<file path="config.mk">
export PLATFORM = sky130hd
export DESIGN_NAME = serial_io_ctrl_flat
export DESIGN_NICKNAME = d
export VERILOG_FILES = /design/src/rtl/serial_io_ctrl_if.sv /design/src/rtl/serial_io_ctrl.sv /design/src/flat_wrapper.sv
export SDC_FILE = /design/constraint.sdc
export NUM_CORES = 1
export LEC_CHECK = 0
export CAP_MARGIN = 15
export CORE_ASPECT_RATIO = 1.2
export CORE_MARGIN = 3
export CORE_UTILIZATION = 33
export CTS_BUF_LIST = sky130_fd_sc_hd__clkbuf_16
export CTS_CLUSTER_DIAMETER = 100
export DETAILED_ROUTE_END_ITERATION = 10
export PLACE_DENSITY_LB_ADDON = 0.2
export REMOVE_ABC_BUFFERS = 1
export SYNTH_ARGS = -nofsm -noshare
export SYNTH_HDL_FRONTEND = slang
export SYNTH_SLANG_ARGS = --single-unit
export TNS_END_PERCENT = 50
</file>
<file path="constraint.sdc">
create_clock -name clock -period 9.5 [get_ports clock]
set_input_delay 2.85 -clock clock [delete_from_list [all_inputs] [get_ports clock]]
set_output_delay 2.85 -clock clock [all_outputs]
set_load 0.01 [all_outputs]
</file>
<file path="src/rtl/serial_io_ctrl_if.sv">
// Bundle of the CPU data-memory port and the byte-wide serial handshake pins.
// The controller connects through the slave modport; the CPU/serial side drives the master modport.
interface serial_io_ctrl_if #(
  parameter int ADDR_W = 32
) ();
  logic [ADDR_W-1:0] cpu_addr_in;
  logic [31:0]       cpu_wdata_in;
  logic              cpu_re_in;
  logic              cpu_we_in;
  logic [31:0]       cpu_rdata_out;
  logic              cpu_stall_out;
  logic [7:0]        serial_in;
  logic              serial_valid_in;
  logic              serial_ready_in;
  logic [7:0]        serial_out;
  logic              serial_rden_out;
  logic              serial_wren_out;

  modport slave (
    input  cpu_addr_in, cpu_wdata_in, cpu_re_in, cpu_we_in,
    input  serial_in, serial_valid_in, serial_ready_in,
    output cpu_rdata_out, cpu_stall_out,
    output serial_out, serial_rden_out, serial_wren_out
  );

  modport master (
    output cpu_addr_in, cpu_wdata_in, cpu_re_in, cpu_we_in,
    output serial_in, serial_valid_in, serial_ready_in,
    input  cpu_rdata_out, cpu_stall_out,
    input  serial_out, serial_rden_out, serial_wren_out
  );
endinterface

</file>
<file path="src/rtl/serial_io_ctrl.sv">
// Memory-mapped DATA/STATUS window that turns CPU loads/stores into serial handshakes and stalls the CPU.
// Optional wait-state timeout with sticky error flag: define SERIAL_TIMEOUT_EN.
module serial_io_ctrl #(
  parameter int              ADDR_W         = 32,
  parameter logic [ADDR_W-1:0] BASE_ADDR    = ADDR_W'(32'hFFFF_0000),
  parameter int              TIMEOUT_CYCLES = 1024
) (
  input  logic           clock,
  input  logic           reset,
  serial_io_ctrl_if.slave bus
);

  typedef enum logic [1:0] {IDLE, RX_WAIT, TX_WAIT, DONE} state_t;

  state_t     state_q, state_d;
  logic [7:0] rx_q, rx_d;
  logic [7:0] tx_q, tx_d;
  logic       rden_q, rden_d;
  logic       wren_q, wren_d;
  logic       load_q, load_d;

  logic hit, sel_status, data_req, err;

  assign hit        = bus.cpu_addr_in[ADDR_W-1:3] == BASE_ADDR[ADDR_W-1:3];
  assign sel_status = bus.cpu_addr_in[2];
  assign data_req   = hit && !sel_status && (bus.cpu_re_in || bus.cpu_we_in);

`ifdef SERIAL_TIMEOUT_EN
  localparam int CNT_W = $clog2(TIMEOUT_CYCLES) + 1;

  logic [CNT_W-1:0] cnt_q, cnt_d;
  logic             to_q, to_d;
  logic             err_q, err_d;
  logic             expired;
  logic             unused_ok;

  assign expired   = cnt_q == CNT_W'(TIMEOUT_CYCLES - 1);
  assign err       = err_q;
  assign unused_ok = ^{bus.cpu_wdata_in[31:8], bus.cpu_wdata_in[1:0], bus.cpu_addr_in[1:0]};
`else
  logic unused_ok;

  assign err       = 1'b0;
  assign unused_ok = ^{bus.cpu_wdata_in[31:8], bus.cpu_addr_in[1:0], 1'(TIMEOUT_CYCLES % 2)};
`endif

  always_comb begin
    state_d = state_q;
    rx_d    = rx_q;
    tx_d    = tx_q;
    rden_d  = 1'b0;
    wren_d  = 1'b0;
    load_d  = load_q;
`ifdef SERIAL_TIMEOUT_EN
    cnt_d   = cnt_q;
    to_d    = to_q;
    err_d   = err_q;
`endif
    case (state_q)
      IDLE: begin
        if (data_req) begin
          // a simultaneous load and store is treated as a store
          if (bus.cpu_we_in) begin
            tx_d    = bus.cpu_wdata_in[7:0];
            load_d  = 1'b0;
            state_d = TX_WAIT;
          end else begin
            load_d  = 1'b1;
            state_d = RX_WAIT;
          end
`ifdef SERIAL_TIMEOUT_EN
          cnt_d = '0;
          to_d  = 1'b0;
`endif
        end
      end
      RX_WAIT: begin
        if (!data_req) begin
          state_d = IDLE;
        end else if (bus.serial_valid_in) begin
          rx_d    = bus.serial_in;
          rden_d  = 1'b1;
          state_d = DONE;
`ifdef SERIAL_TIMEOUT_EN
        end else if (expired) begin
          to_d    = 1'b1;
          err_d   = 1'b1;
          state_d = DONE;
        end else begin
          cnt_d = cnt_q + 1'b1;
`endif
        end
      end
      TX_WAIT: begin
        if (!data_req) begin
          state_d = IDLE;
        end else if (bus.serial_ready_in) begin
          wren_d  = 1'b1;
          state_d = DONE;
`ifdef SERIAL_TIMEOUT_EN
        end else if (expired) begin
          to_d    = 1'b1;
          err_d   = 1'b1;
          state_d = DONE;
        end else begin
          cnt_d = cnt_q + 1'b1;
`endif
        end
      end
      DONE: begin
        state_d = IDLE;
      end
      default: begin
        state_d = IDLE;
      end
    endcase
`ifdef SERIAL_TIMEOUT_EN
    if (hit && sel_status && bus.cpu_we_in && bus.cpu_wdata_in[2]) begin
      err_d = 1'b0;
    end
`endif
  end

  always_ff @(posedge clock) begin
    if (reset) begin
      state_q <= IDLE;
      rx_q    <= '0;
      tx_q    <= '0;
      rden_q  <= 1'b0;
      wren_q  <= 1'b0;
      load_q  <= 1'b0;
`ifdef SERIAL_TIMEOUT_EN
      cnt_q   <= '0;
      to_q    <= 1'b0;
      err_q   <= 1'b0;
`endif
    end else begin
      state_q <= state_d;
      rx_q    <= rx_d;
      tx_q    <= tx_d;
      rden_q  <= rden_d;
      wren_q  <= wren_d;
      load_q  <= load_d;
`ifdef SERIAL_TIMEOUT_EN
      cnt_q   <= cnt_d;
      to_q    <= to_d;
      err_q   <= err_d;
`endif
    end
  end

  always_comb begin
    bus.cpu_rdata_out = '0;
    if (!reset && hit) begin
      if (sel_status) begin
        if (bus.cpu_re_in) begin
          bus.cpu_rdata_out = {29'b0, err, bus.serial_ready_in, bus.serial_valid_in};
        end
      end else if (state_q == DONE && load_q) begin
`ifdef SERIAL_TIMEOUT_EN
        bus.cpu_rdata_out = to_q ? 32'hFFFF_FFFF : {24'b0, rx_q};
`else
        bus.cpu_rdata_out = {24'b0, rx_q};
`endif
      end
    end
  end

  assign bus.cpu_stall_out   = data_req && (state_q != DONE) && !reset;
  assign bus.serial_out      = tx_q;
  assign bus.serial_rden_out = rden_q;
  assign bus.serial_wren_out = wren_q;

endmodule
</file>
<file path="src/flat_wrapper.sv">
// flat-port wrapper written by rule: the top's interface ports become plain ports
module serial_io_ctrl_flat 
#(
  parameter int              ADDR_W         = 32,
  parameter logic [ADDR_W-1:0] BASE_ADDR    = ADDR_W'(32'hFFFF_0000),
  parameter int              TIMEOUT_CYCLES = 1024
)
  (clock, reset, bus_cpu_addr_in, bus_cpu_wdata_in, bus_cpu_re_in, bus_cpu_we_in, bus_serial_in, bus_serial_valid_in, bus_serial_ready_in, bus_cpu_rdata_out, bus_cpu_stall_out, bus_serial_out, bus_serial_rden_out, bus_serial_wren_out);
  serial_io_ctrl_if #(.ADDR_W(ADDR_W)) bus_i ();
  input  logic clock;
  input  logic reset;
  input wire logic [$bits(bus_i.cpu_addr_in)-1:0] bus_cpu_addr_in;
  input wire logic [$bits(bus_i.cpu_wdata_in)-1:0] bus_cpu_wdata_in;
  input wire logic [$bits(bus_i.cpu_re_in)-1:0] bus_cpu_re_in;
  input wire logic [$bits(bus_i.cpu_we_in)-1:0] bus_cpu_we_in;
  input wire logic [$bits(bus_i.serial_in)-1:0] bus_serial_in;
  input wire logic [$bits(bus_i.serial_valid_in)-1:0] bus_serial_valid_in;
  input wire logic [$bits(bus_i.serial_ready_in)-1:0] bus_serial_ready_in;
  output wire logic [$bits(bus_i.cpu_rdata_out)-1:0] bus_cpu_rdata_out;
  output wire logic [$bits(bus_i.cpu_stall_out)-1:0] bus_cpu_stall_out;
  output wire logic [$bits(bus_i.serial_out)-1:0] bus_serial_out;
  output wire logic [$bits(bus_i.serial_rden_out)-1:0] bus_serial_rden_out;
  output wire logic [$bits(bus_i.serial_wren_out)-1:0] bus_serial_wren_out;
  assign bus_i.cpu_addr_in = bus_cpu_addr_in;
  assign bus_i.cpu_wdata_in = bus_cpu_wdata_in;
  assign bus_i.cpu_re_in = bus_cpu_re_in;
  assign bus_i.cpu_we_in = bus_cpu_we_in;
  assign bus_i.serial_in = bus_serial_in;
  assign bus_i.serial_valid_in = bus_serial_valid_in;
  assign bus_i.serial_ready_in = bus_serial_ready_in;
  assign bus_cpu_rdata_out = bus_i.cpu_rdata_out;
  assign bus_cpu_stall_out = bus_i.cpu_stall_out;
  assign bus_serial_out = bus_i.serial_out;
  assign bus_serial_rden_out = bus_i.serial_rden_out;
  assign bus_serial_wren_out = bus_i.serial_wren_out;
  serial_io_ctrl #(.ADDR_W(ADDR_W), .BASE_ADDR(BASE_ADDR), .TIMEOUT_CYCLES(TIMEOUT_CYCLES)) u_core (.clock(clock), .reset(reset), .bus(bus_i));
endmodule
</file>
==> results of run 1 <==
## area by class of cell
class	instances	share of cell area
Multi-Input combinational cell	109	0.3573
Timing Repair Buffer	71	0.3511
Sequential cell	21	0.2084
Clock buffer	3	0.03722
Tap cell	52	0.03226
Inverter	6	0.01117
Clock inverter	1	0.002481
## where the power goes
group	leakage (nW)	total [mW]	internal [mW]	switching, mW
Clock	0.0409	0.0889	0.0565	0.0324
Sequential	0.169	0.0880	0.0880	0.0000000000387
Combinational	0.603	0.0317	0.0200	0.0117
Total	0.812	0.209	0.165	0.0441
## cell usage after synthesis
cell	n
clkbuf_8	2
nor4_4	1
a22oi_1	1
nor2_1	19
nor3_1	1
and4_1	2
nor2b_1	1
dfxtp_1	21
a311oi_1	1
nand4_4	1
nand4_1	3
buf_6	1
o221a_2	2
inv_1	6
and2_1	7
nor4b_1	1
a32o_1	2
o21bai_1	1
a31oi_1	4
a21oi_1	2
nor4_1	5
mux2i_1	16
nand3_1	1
nand2b_1	1
ha_1	5
conb_1	1
nor4_2	1
or4_4	1
buf_4	24
nand2_1	5
or4_1	1
## sequential cells by signal, summed over array words and instances, names as in the netlist
| name | cells |
|---|---|
| u_core.bus.serial_out | 8 |
| u_core.rx_q | 8 |
| u_core.state_q | 2 |
| u_core.bus.serial_rden_out | 1 |
| u_core.bus.serial_wren_out | 1 |
| u_core.load_q | 1 |
## worst register-to-register path, delay by kind of cell (launching register included)
| family | cells | cell delay (ns) |
|---|---|---|
| AND/OR/NAND/NOR | 3 | 0.71 |
| flip-flops | 1 | 0.34 |
| adder cells (fa/ha/maj) | 1 | 0.31 |
| multiplexers | 1 | 0.27 |
| buffers and inverters | 1 | 0.14 |
## worst paths after layout
path / start / endpoint / slack [ns]
worst max-delay path: bus_cpu_addr_in[23] / bus_cpu_rdata_out[4] / 1.26
worst min-delay path: u_core.rx_q[6]$_SDFFE_PP0P_ / u_core.rx_q[6]$_SDFFE_PP0P_ / 0.49
worst max register to register: u_core.state_q[0]$_SDFFE_PP0P_ / u_core.bus.serial_out[0]$_SDFFE_PP0P_ / 7.62
worst min register to register: u_core.rx_q[6]$_SDFFE_PP0P_ / u_core.rx_q[6]$_SDFFE_PP0P_ / 0.49
## cell families after synthesis
kind of cell	count (synthesis)	synth area share
AO/OA/AOI/OAI	13	0.07819
adder cells (fa/ha/maj)	5	0.04826
AND/OR/NAND/NOR	51	0.2365
flip-flops	21	0.3243
other	1	0.002893
buffers and inverters	33	0.1863
multiplexers	16	0.1235
## metal layers
layer	up-vias	routed length, um	GRT usage
li1	585	-	-
met1	536	1155	0.1401
met2	50	1908	0.2907
met3	2	310	0.04478
met4	0	16	0.04556
met5	-	0	0
==> impl_metrics.ini, run 1 <==
[outcome]
status = completed

[min_path]
hp-class = reg2reg
hold-path-cell-count = 2

[placement]
gp_congestion = 0.6813
pre_cts_ws_ns = 1.217
port_buffers = 70
hpwl_mm = 2.827
dpl-instance-area_um2 = 1937
placed_cells = 259

[critical_path]
critPathRequiredTime_ns = 6.65
cp_max_fo = 8
crit_buf_inv = 2
cp.arrival_ns = 5.39
r2r.worst_path.cells = 6
crit_family = simple AND/OR/NAND/NOR gates
cp_cell_sequence = clkdlybuf4s50_1 > nand4_1 > nor4_1 > nand2_1 > nor4_2 > and2_1 > clkdlybuf4s50_1
critical-path-slowest-cell = nor4_2
cp.depth = 7
crit_type = in2out
critical_path.most_common_cell = clkdlybuf4s50_1
startpoint_type = input port
crit_path_max_incr_delay_ns = 0.57
setup.worst_path.end_class = output pin

[floorplan]
ios = 121
die_h_um = 74.66
die_w_um = 63.22
start_util = 0.3509
core-area_um2 = 3694
num_rows = 24
die-area_um2 = 4719

[run]
max_cap_viol_count = 0

[detailed_routing]
dr.pass1.iters = 4
finalWirelength_mm = 3.390
drt_iter0_drc = 54
vias = 1173
vias_per_cell = 4.460
drc = 0
wl_per_cell_um = 12.89
ant_nets = 0

[power]
p_leak_nw = 0.8124
total_power_uw = 208.6
power.density_nw_per_um2 = 103.4
ir_drop_mv = 0.07526

[sta]
max_slew_margin = 0.5547
hold_ws_ns = 0.4895
fin_tns_setup_ns = 0
worstMarginPinSlew_ns = 0.6629
finClkSkew_ns = 0.005792
fin_crit_sh = 0.8678
rsz0062_at_grt = no
fin_ws_ns = 1.256
fmax_mhz = 121.3
layout_min_cycle_time_ns = 8.244
drv_slew = 0
setup_violations = 0
final-hold-violation-count = 0

[grt]
grt_remaining_overflow = 0
grt_pass1_wl_mm = 5.402
antenna_found_initial = 0
grt_max_degree = 24
grt_pass1_vias = 1189
globalRouteTotalUtil = 0.1439

[logic_synthesis]
synth_area_per_cell_um2 = 9.259
syn_area_um2 = 1296
yosysTopAreaCell = dfxtp_1
ys_ff_latch = 21
synth_cell_type_count = 31
seq_area_frac_synth = 0.3243
ys_top_cells_by_area = dfxtp_1 32%, buf_4 14%, mux2i_1 12%
ys.warnings.count = 0
synth_top_area_frac = 0.3243
syn_inst = 140

[final_layout]
area_growth_pct = 55.60
nets = 295
final_common_cell = clkdlybuf4s50_1
regArea_um2 = 420.4
final_cell_mix = 70 x clkdlybuf4s50_1, 24 x conb_1, 21 x dfxtp_1
antenna_cells = 0
fill_cells = 362
fin_util = 0.5461
fin_area_um2 = 2017
final_cells = 263
drive_above_1_share = 0.05213
multiInputGateArea_um2 = 720.7

[clock_tree]
numCtsBuffers = 3
hold_buffers = 0
clockRootBuffer = clkbuf_16
clock_path_buffers = 2
ctsHtreeMaxLevel = 1
clock_latency_ns = 0.25
clkSinkCount = 21
ctsResizeCount = 0
clk_pin_slew_ns = 0.06
post_cts_buffers = 0
cts_tree = yes
No activity file was read; power rests on OpenSTA's default activity.
==> run 2, diff against run 1 <==
--- a/config.mk
+++ b/config.mk
@@ -6,7 +6,7 @@
 export NUM_CORES = 1
 export LEC_CHECK = 0
 export CAP_MARGIN = 15
-export CORE_ASPECT_RATIO = 1.2
+export CORE_ASPECT_RATIO = 0.7
 export CORE_MARGIN = 3
 export CORE_UTILIZATION = 33
 export CTS_BUF_LIST = sky130_fd_sc_hd__clkbuf_16
==> run 2 against run 1 <==
Effect of this change: non-clock buffer count is the same; clock power shrank 1%; count of clock-buffer cells in the layout is the same; largest cell class unchanged.
==> impl_metrics.ini, run 2 (synthesis gave the netlist of run 1 again) <==
[sta]
fmax_mhz = 120.8
final-hold-violation-count = 0
rsz0062_at_grt = no
finClkSkew_ns = 0.003077
layout_min_cycle_time_ns = 8.276
fin_crit_sh = 0.8711
fin_ws_ns = 1.224
setup_violations = 0
fin_tns_setup_ns = 0
drv_slew = 0
worstMarginPinSlew_ns = 0.6747
max_slew_margin = 0.5468
hold_ws_ns = 0.4883

[critical_path]
critical-path-slowest-cell = nor4_2
r2r_setup_slack_ns = 7.63
setup.worst_path.end_class = output pin
cp-endpoint = bus_cpu_rdata_out[4]
cp_cell_sequence = clkdlybuf4s50_1 > nand4_1 > nor4_1 > nand2_1 > nor4_2 > and2_1 > clkdlybuf4s50_1
crit_type = in2out
critPathRequiredTime_ns = 6.65
crit_path_max_incr_delay_ns = 0.58
cp_max_fo = 8
critical_path.most_common_cell = clkdlybuf4s50_1
startpoint_type = input port
cp.arrival_ns = 5.43
crit_buf_inv = 2
r2r-start = u_core.state_q[0]$_SDFFE_PP0P_
worstSetupStartpoint = bus_cpu_addr_in[19]
r2r.worst_path.cells = 6
timing.rr.end = u_core.bus.serial_out[3]$_SDFFE_PP0P_
crit_family = simple AND/OR/NAND/NOR gates
cp.depth = 7

[detailed_routing]
dr.pass1.iters = 4
wl_per_cell_um = 12.76
vias_per_cell = 4.456
drt_iter0_drc = 46
ant_nets = 0
vias = 1163
drc = 0
finalWirelength_mm = 3.331

[power]
ir_drop_mv = 0.08212
clockPowerShare = 0.423
p_int_uw = 164.2
p_leak_nw = 0.8138
power.switching_uw = 43.78
power_frac_comb = 0.153
swShare = 0.2105
total_power_uw = 207.9
seq_power_share = 0.424
power.density_nw_per_um2 = 103.3

[placement]
placed_cells = 257
gp_congestion = 0.7405
pre_cts_ws_ns = 1.179
hpwl_mm = 2.752
port_buffers = 70
dpl-instance-area_um2 = 1934

[grt]
grt_pass1_wl_mm = 5.154
globalRouteTotalUtil = 0.1435
grt_pass1_vias = 1167
grt_remaining_overflow = 0
antenna_found_initial = 0
grt_max_degree = 23

[floorplan]
core-area_um2 = 3649
die_h_um = 58.44
die_w_um = 80.91
start_util = 0.3553
die-area_um2 = 4728
ios = 121
num_rows = 18

[outcome]
status = completed

[run]
max_cap_viol_count = 0

[clock_tree]
clk_pin_slew_ns = 0.06
cts_tree = yes
ctsResizeCount = 0
clkSinkCount = 21
ctsHtreeMaxLevel = 1
post_cts_buffers = 0
clock_latency_ns = 0.25
hold_buffers = 0
clock_path_buffers = 2
clockRootBuffer = clkbuf_16
numCtsBuffers = 3

[final_layout]
final_cell_mix = 70 x clkdlybuf4s50_1, 24 x conb_1, 21 x dfxtp_1
final_cells = 261
drive_above_1_share = 0.04739
antenna_cells = 0
area_growth_pct = 55.31
final_common_cell = clkdlybuf4s50_1
nets = 295
fin_area_um2 = 2013
fin_util = 0.5518

[min_path]
hp-class = reg2reg
run 2: worst min-delay path by stage:
stage	startpoint	end	cells past startpoint	slack [ns]
2_1_floorplan	u_core.rx_q[2]$_SDFFE_PP0P_	u_core.rx_q[2]$_SDFFE_PP0P_	2	0.45
3_3_place_gp	u_core.rx_q[6]$_SDFFE_PP0P_	u_core.rx_q[6]$_SDFFE_PP0P_	2	0.47
3_5_place_dp	u_core.rx_q[6]$_SDFFE_PP0P_	u_core.rx_q[6]$_SDFFE_PP0P_	2	0.48
4_1_cts	u_core.rx_q[2]$_SDFFE_PP0P_	u_core.rx_q[2]$_SDFFE_PP0P_	2	0.50
5_1_grt	u_core.bus.serial_out[1]$_SDFFE_PP0P_	u_core.bus.serial_out[1]$_SDFFE_PP0P_	2	0.52
6_report	u_core.rx_q[2]$_SDFFE_PP0P_	u_core.rx_q[2]$_SDFFE_PP0P_	2	0.49
run 2: power groups by stage:
stage / combinational (mW) / clock [mW] / sequential, mW
finish: 0.0318 / 0.0880 / 0.0881
global route: 0.0344 / 0.0937 / 0.0880
floorplan: 0.00710 / 0 / 0.0900
CTS: 0.0317 / 0.0894 / 0.0881
global placement: 0.0310 / 0 / 0.0900
detailed placement: 0.0316 / 0 / 0.0900
run 2: metal layers:
metal / wire length (um) / part of all wire / GRT usage
met1: 1332 / 0.40 / 0.1546
met2: 1650 / 0.50 / 0.2515
met3: 295 / 0.089 / 0.05810
met4: 52 / 0.016 / 0.05783
met5: 0 / 0 / 0
run 2: area by class of cell:
type / count / area [um^2]
flip-flops and latches: 21 / 420.4
inverters: 6 / 22.52
well taps: 50 / 62.56
clock buffers: 3 / 75.07
fillers: 329 / 1635
multi-input cells: 109 / 720.7
repair buffers: 71 / 708.2
clock inverters: 1 / 3.754
run 2: worst register-to-register path: cells and delay by family (launching register included):
family	cells	cell delay (ns)
flip-flops	1	0.34
buffers and inverters	1	0.13
adder cells (fa/ha/maj)	1	0.30
AND/OR/NAND/NOR	3	0.72
multiplexers	1	0.27
